===== src/rtl/uart8_pkg.sv =====
// rtl/uart8_pkg.sv - shared types and constants for the uart8 tx arbiter
package uart8_pkg;
    typedef enum logic [1:0] {
        ST_IDLE  = 2'd0,
        ST_START = 2'd1,
        ST_SEND  = 2'd2
    } state_t;

    localparam int DEF_TIMEOUT_CYCLES = 4096;
    localparam int GRANT_W            = 3;

    function automatic logic [GRANT_W-1:0] wrap_inc(input logic [GRANT_W-1:0] idx, input int n);
        return (int'(idx) >= n - 1) ? '0 : idx + 1'b1;
    endfunction
endpackage


===== src/rtl/uart8_tx_arbiter_if.sv =====
// rtl/uart8_tx_arbiter_if.sv - requester and Uart8 tx signal bundle for the arbiter
interface uart8_tx_arbiter_if
    import uart8_pkg::*;
#(
    parameter int NUM_REQ = 4
) ();
    logic                   en;
    logic [NUM_REQ-1:0]     req;
    logic [NUM_REQ-1:0]     reqLast;
    logic [8*NUM_REQ-1:0]   reqByte;
    logic [NUM_REQ-1:0]     ack;
    logic [NUM_REQ-1:0]     done;
    logic [GRANT_W-1:0]     grantId;
    logic                   timeoutErr;
    logic                   txEn;
    logic                   txStart;
    logic [7:0]             txIn;
    logic                   txBusy;
    logic                   txDone;

    modport master (
        input  en, req, reqLast, reqByte, txBusy, txDone,
        output ack, done, grantId, timeoutErr, txEn, txStart, txIn
    );

    modport slave (
        output en, req, reqLast, reqByte, txBusy, txDone,
        input  ack, done, grantId, timeoutErr, txEn, txStart, txIn
    );
endinterface


===== src/rtl/uart8_rr_pick.sv =====
// rtl/uart8_rr_pick.sv - combinational round-robin picker, first request at or after ptr
module uart8_rr_pick
    import uart8_pkg::*;
#(
    parameter int NUM_REQ = 4
) (
    input  logic [NUM_REQ-1:0] req,
    input  logic [GRANT_W-1:0] ptr,
    output logic               any,
    output logic [GRANT_W-1:0] winner
);
    logic [NUM_REQ-1:0] rot;
    int                 off;
    int                 sum;

    // Rotate so the pointer position lands at bit 0, then take the lowest set bit.
    always_comb begin
        rot = NUM_REQ'({req, req} >> ptr);
        off = 0;
        for (int i = NUM_REQ - 1; i >= 0; i--) begin
            if (rot[i]) off = i;
        end
        sum = int'(ptr) + off;
        if (sum >= NUM_REQ) sum = sum - NUM_REQ;
        any    = |req;
        winner = GRANT_W'(sum);
    end
endmodule


===== src/rtl/uart8_tx_arbiter.sv =====
// rtl/uart8_tx_arbiter.sv - round-robin arbiter with frame lock sharing one Uart8 transmitter
module uart8_tx_arbiter
    import uart8_pkg::*;
#(
    parameter int NUM_REQ        = 4,
    parameter int TIMEOUT_CYCLES = DEF_TIMEOUT_CYCLES,
    parameter int LOCK_ENABLE    = 1
) (
    input logic                clk,
    input logic                rstN,
    uart8_tx_arbiter_if.master bus
);
    localparam int CNT_W = (TIMEOUT_CYCLES > 1) ? $clog2(TIMEOUT_CYCLES) : 1;

    state_t             state;
    state_t             state_nxt;
    logic [GRANT_W-1:0] ptr;
    logic [GRANT_W-1:0] rr_winner;
    logic [GRANT_W-1:0] winner;
    logic [GRANT_W-1:0] next_ptr;
    logic               rr_any;
    logic               pick_any;
    logic               lock;
    logic               lock_hit;
    logic               last_flag;
    logic               done_prev;
    logic               done_rise;
    logic               tmo_hit;
    logic [NUM_REQ-1:0] grant_oh;
    logic [CNT_W-1:0]   tmo_cnt;
    logic [7:0]         win_byte;

    uart8_rr_pick #(.NUM_REQ(NUM_REQ)) u_pick (
        .req    (bus.req),
        .ptr    (ptr),
        .any    (rr_any),
        .winner (rr_winner)
    );

    assign grant_oh  = NUM_REQ'(1) << bus.grantId;
    assign lock_hit  = lock && |(bus.req & grant_oh);
    assign pick_any  = lock_hit || rr_any;
    assign winner    = lock_hit ? bus.grantId : rr_winner;
    assign win_byte  = 8'(bus.reqByte >> {winner, 3'b000});
    assign next_ptr  = wrap_inc(bus.grantId, NUM_REQ);
    assign done_rise = bus.txDone && !done_prev;
    assign tmo_hit   = (tmo_cnt == CNT_W'(TIMEOUT_CYCLES - 1));

    always_ff @(posedge clk or negedge rstN) begin
        if (!rstN) state <= ST_IDLE;
        else       state <= state_nxt;
    end

    always_comb begin
        state_nxt = state;
        if (!bus.en) begin
            state_nxt = ST_IDLE;
        end else begin
            case (state)
                ST_IDLE:  if (bus.txEn && pick_any) state_nxt = ST_START;
                ST_START: begin
                    if (bus.txBusy)   state_nxt = ST_SEND;
                    else if (tmo_hit) state_nxt = ST_IDLE;
                end
                ST_SEND:  if (done_rise) state_nxt = ST_IDLE;
                default:  state_nxt = ST_IDLE;
            endcase
        end
    end

    // txStart is confined to START so the Uart8 never sees a held start and re-sends.
    always_comb begin
        bus.txStart = (state == ST_START);
    end

    always_ff @(posedge clk or negedge rstN) begin
        if (!rstN) begin
            bus.ack        <= '0;
            bus.done       <= '0;
            bus.grantId    <= '0;
            bus.timeoutErr <= 1'b0;
            bus.txEn       <= 1'b0;
            bus.txIn       <= '0;
            ptr            <= '0;
            lock           <= 1'b0;
            last_flag      <= 1'b0;
            done_prev      <= 1'b0;
            tmo_cnt        <= '0;
        end else begin
            bus.txEn  <= bus.en;
            done_prev <= bus.txDone;
            bus.ack   <= '0;
            bus.done  <= '0;
            if (!bus.en) begin
                lock           <= 1'b0;
                bus.timeoutErr <= 1'b0;
            end else begin
                case (state)
                    ST_IDLE: begin
                        if (lock && !lock_hit) lock <= 1'b0;
                        if (bus.txEn && pick_any) begin
                            bus.grantId <= winner;
                            bus.txIn    <= win_byte;
                            tmo_cnt     <= '0;
                        end
                    end
                    ST_START: begin
                        tmo_cnt <= tmo_cnt + 1'b1;
                        if (bus.txBusy) begin
                            bus.ack   <= grant_oh;
                            last_flag <= |(bus.reqLast & grant_oh);
                        end else if (tmo_hit) begin
                            bus.timeoutErr <= 1'b1;
                            ptr            <= next_ptr;
                            lock           <= 1'b0;
                        end
                    end
                    ST_SEND: begin
                        if (done_rise) begin
                            bus.done <= grant_oh;
                            // Pointer stays put while a locked frame is still open.
                            if ((LOCK_ENABLE != 0) && !last_flag) begin
                                lock <= 1'b1;
                            end else begin
                                lock <= 1'b0;
                                ptr  <= next_ptr;
                            end
                        end
                    end
                    default: ;
                endcase
            end
        end
    end
endmodule


===== src/flat_wrapper.sv =====
// flat-port wrapper written by rule: the top's interface ports become plain ports
module uart8_tx_arbiter_flat import uart8_pkg::*;
#(
    parameter int NUM_REQ        = 4,
    parameter int TIMEOUT_CYCLES = DEF_TIMEOUT_CYCLES,
    parameter int LOCK_ENABLE    = 1
)
  (clk, rstN, bus_en, bus_req, bus_reqLast, bus_reqByte, bus_txBusy, bus_txDone, bus_ack, bus_done, bus_grantId, bus_timeoutErr, bus_txEn, bus_txStart, bus_txIn);
  uart8_tx_arbiter_if #(.NUM_REQ(NUM_REQ)) bus_i ();
  input logic clk;
  input logic rstN;
  input wire logic [$bits(bus_i.en)-1:0] bus_en;
  input wire logic [$bits(bus_i.req)-1:0] bus_req;
  input wire logic [$bits(bus_i.reqLast)-1:0] bus_reqLast;
  input wire logic [$bits(bus_i.reqByte)-1:0] bus_reqByte;
  input wire logic [$bits(bus_i.txBusy)-1:0] bus_txBusy;
  input wire logic [$bits(bus_i.txDone)-1:0] bus_txDone;
  output wire logic [$bits(bus_i.ack)-1:0] bus_ack;
  output wire logic [$bits(bus_i.done)-1:0] bus_done;
  output wire logic [$bits(bus_i.grantId)-1:0] bus_grantId;
  output wire logic [$bits(bus_i.timeoutErr)-1:0] bus_timeoutErr;
  output wire logic [$bits(bus_i.txEn)-1:0] bus_txEn;
  output wire logic [$bits(bus_i.txStart)-1:0] bus_txStart;
  output wire logic [$bits(bus_i.txIn)-1:0] bus_txIn;
  assign bus_i.en = bus_en;
  assign bus_i.req = bus_req;
  assign bus_i.reqLast = bus_reqLast;
  assign bus_i.reqByte = bus_reqByte;
  assign bus_i.txBusy = bus_txBusy;
  assign bus_i.txDone = bus_txDone;
  assign bus_ack = bus_i.ack;
  assign bus_done = bus_i.done;
  assign bus_grantId = bus_i.grantId;
  assign bus_timeoutErr = bus_i.timeoutErr;
  assign bus_txEn = bus_i.txEn;
  assign bus_txStart = bus_i.txStart;
  assign bus_txIn = bus_i.txIn;
  uart8_tx_arbiter #(.NUM_REQ(NUM_REQ), .TIMEOUT_CYCLES(TIMEOUT_CYCLES), .LOCK_ENABLE(LOCK_ENABLE)) u_core (.clk(clk), .rstN(rstN), .bus(bus_i));
endmodule

===== config.mk =====
export PLATFORM = sky130hd
export DESIGN_NAME = uart8_tx_arbiter_flat
export DESIGN_NICKNAME = d
export VERILOG_FILES = /design/src/rtl/uart8_pkg.sv /design/src/rtl/uart8_tx_arbiter_if.sv /design/src/rtl/uart8_rr_pick.sv /design/src/rtl/uart8_tx_arbiter.sv /design/src/flat_wrapper.sv
export SDC_FILE = /design/constraint.sdc
export NUM_CORES = 1
export LEC_CHECK = 0
export CAP_MARGIN = 10
export CORE_ASPECT_RATIO = 2
export CORE_MARGIN = 2
export CORE_UTILIZATION = 49
export CTS_CLUSTER_DIAMETER = 100
export DETAILED_ROUTE_END_ITERATION = 12
export GPL_ROUTABILITY_DRIVEN = 0
export PLACE_DENSITY = 0.8
export SYNTH_ARGS = -nofsm -noshare
export SYNTH_HDL_FRONTEND = slang
export SYNTH_HIERARCHICAL = 1
export SYNTH_SLANG_ARGS = --single-unit

===== constraint.sdc =====
create_clock -name clk -period 3.05 [get_ports clk]
set_input_delay 0.61 -clock clk [delete_from_list [all_inputs] [get_ports clk]]
set_output_delay 0.61 -clock clk [all_outputs]
set_load 0.005 [all_outputs]

==> impl_metrics.json <==
{
  "status": "finished, final reports clean",
  "ys_ff_latch": 41,
  "synth.area.top_cells": "dfrtp_1, mux2i_1, ha_1",
  "fmax_ghz": 0.335,
  "fp.dieW_um": 54.4,
  "grtUsageMet2": 0.460,
  "clk_latency_ns": 0.30,
  "final_cells": 394,
  "track_usage": 0.263,
  "cts_buffer_depth": 2,
  "ant_nets": 0,
  "cts_sinks": 41,
  "p_leak_nw": 1.43,
  "rows": 36,
  "firstDrtPassIters": 4,
  "diodes": 0,
  "ys_async_sr_fraction": 1.00,
  "port-buffer-count": 66,
  "grt_max_degree": 42,
  "use_met1": 0.295,
  "ys_seq_area_frac": 0.412,
  "ys_top_cells_by_count": "dfrtp_1, o21ai_0, nand2_1",
  "synth_cell_type_count": 62,
  "cts_buffers": 5,
  "nFillCells": 388,
  "skew_ns": 0.00451,
  "htree_num_levels": 2,
  "grt_util_met3": 0.0457,
  "area_growth_pct": 41.6,
  "period_minus_slack_ns": 2.98,
  "routed_wl_um": 6830,
  "worst-slew-pin-transition_ns": 0.916,
  "grt_overflow": 0,
  "crit_start": "bus_req[2]",
  "hpwlAfterDp_um": 5130,
  "clk_pin_slew_worst_paths_ns": 0.08,
  "cp_data_required_time_ns": 3.23,
  "hold_buffers": 0,
  "final_hold_viol_count": 0,
  "grt_pass1_vias": 2430,
  "setup_viol": 0,
  "max-cap-violations": 0,
  "cp.arrival_ns": 3.16,
  "fin_crit_sh": 0.978,
  "synth_largest_area_cell": "dfrtp_1",
  "r2r_start": "u_core/ptr[0]$_DFFE_PN0P_",
  "die-area_um2": 5700,
  "antenna_found_initial": 0,
  "core_area_um2": 4860,
  "synth_nets": 299,
  "vias": 2378,
  "dp_cells": 381,
  "peakVddDrop_mv": 0.533,
  "grt_pass1_wl_um": 11200,
  "rsz0062_at_grt": "true",
  "drc_errors": 0,
  "critPathCaptureType": "register",
  "die_h_um": 105,
  "start_util": 0.512,
  "drt-wirelength-per-cell_um": 17.3,
  "avgSynthCellArea_um2": 10.2,
  "fin_util": 0.724,
  "synthCells": 245,
  "ios": 67,
  "synth-main-ff-cell": "dfrtp_1",
  "syn_area_um2": 2490,
  "synth_edf_count": 0,
  "cp_max_fo": 7,
  "cts_tree": "done",
  "drt-initial-drc-count": 66,
  "viasPerCell": 6.04,
  "fin_nets": 390,
  "drv_slew": 0,
  "drive_above_1_share": 0.208,
  "p_per_area_nw_per_um2": 560,
  "busiest_layer": "met2",
  "synth_top_area_share": 0.412,
  "yosysWarnings": 6,
  "hp-class": "primary input to asynchronous set/reset pin",
  "cp-start-kind": "primary input",
  "root_buffer": "clkbuf_8",
  "critical_path_class": "primary input to register",
  "synth_most_common_cell": "dfrtp_1",
  "slew_headroom": 0.389
}
power by group:
group / leakage, nW / internal (mW) / switching (mW)
Sequential: 0.546 / 0.632 / 0.0891
Clock: 0.0450 / 0.159 / 0.191
Combinational: 0.839 / 0.482 / 0.419
Total: 1.43 / 1.27 / 0.699
flip-flops by register name, summed over array words and instances (netlist names):
| signal | cells |
|---|---|
| u_core/lock | 1 |
| u_core/bus.done | 4 |
| u_core/tmo_cnt | 12 |
| u_core/bus.txIn | 8 |
| u_core/bus.ack | 4 |
| u_core/bus.timeoutErr | 1 |
| u_core/last_flag | 1 |
| u_core/bus.txEn | 1 |
| u_core/state | 2 |
| u_core/done_prev | 1 |
| u_core/ptr | 3 |
| u_core/bus.grantId | 3 |
final timing paths:
path | endpoint | slack (ns) | depth (start not counted)
max | u_core/bus.txIn[5]$_DFFE_PN0P_ | 0.07 | 14
min | u_core/bus.ack[2]$_DFF_PN0_ | 0.44 | 1
max reg2reg | u_core/bus.txIn[5]$_DFFE_PN0P_ | 0.09 | 13
min reg2reg | u_core/bus.txIn[0]$_DFFE_PN0P_ | 0.51 | 2
max in group asynchronous | u_core/ptr[0]$_DFFE_PN0P_ | 1.98 | 1
min in group clk | u_core/bus.txIn[0]$_DFFE_PN0P_ | 0.51 | 2
cells in the final DEF, fill, tap and decap left out, types with 4 or more instances in the layout:
master / n
a21oi_1: 11
a32oi_1: 7
buf_4: 19
clkbuf_8: 5
clkdlybuf4s50_1: 61
dfrtp_1: 40
dlygate4sd2_1: 4
ha_1: 7
inv_1: 15
mux2i_1: 9
nand2_1: 15
nor2_1: 9
nor2b_1: 6
o211ai_1: 8
o21ai_0: 13
o21ai_1: 5
o21ai_2: 5
o31ai_1: 5
or4_1: 5
critical path: stages:
cell and delay [ns]:
dlygate4sd2_1 0.26, mux2_4 0.31, o21ai_2 0.16, o2bb2ai_2 0.15, ha_2 0.21, inv_1 0.06
fa_2 0.33, nor3b_2 0.25, nand4b_1 0.19, buf_4 0.16, a211oi_4 0.05, buf_6 0.14
o21ai_0 0.17, o211ai_1 0.11
cell type report:
cell class              count  area (um2)  area share
repair buffers             87         825       0.234
clock inverters             2        10.0     0.00284
clock buffers               6        72.6      0.0206
flip-flops and latches     41        1030       0.292
multi-input cells         186        1460       0.415
inverters                  15        56.3      0.0160
well taps                  57        71.3      0.0202
per-layer routing:
layer	up-vias	wire length [um]
li1	1124	-
met1	1181	2550
met2	60	3940
met3	13	195
met4	0	148
met5	-	0
through the flow:
step	cell area (um2)	hold WS (ns)	setup TNS [ns]	setup WS [ns]	power, mW
after global placement	3340	0.487	-4.22	-0.528	1.56
after global routing	3520	0.505	-0.296	-0.0544	2.09
final	3520	0.442	0	0.0673	1.97
after floorplan	2490	0.314	0	0.204	1.16
after detailed placement	3340	0.498	-4.73	-0.620	1.57
after CTS	3470	0.464	0	0.0316	1.96
cell families (layout without fill, tap and decap cells):
| group | count (synthesis) | after routing | share of synthesized area |
|---|---|---|---|
| compound gates | 85 | 85 | 0.253 |
| xor+xnor | 1 | 1 | 0.00352 |
| fa+ha+maj | 9 | 9 | 0.0483 |
| buf+inv | 18 | 110 | 0.0276 |
| flops | 41 | 41 | 0.412 |
| mux | 17 | 17 | 0.0754 |
| simple gates | 74 | 74 | 0.180 |
what timing repair did:
item	4_1_cts	5_1_grt
setup buffers	2	3
resized for setup	22	9
setup endpoints to repair	8	8
pin swaps	9	6
Power figures use the tool's default switching activity.
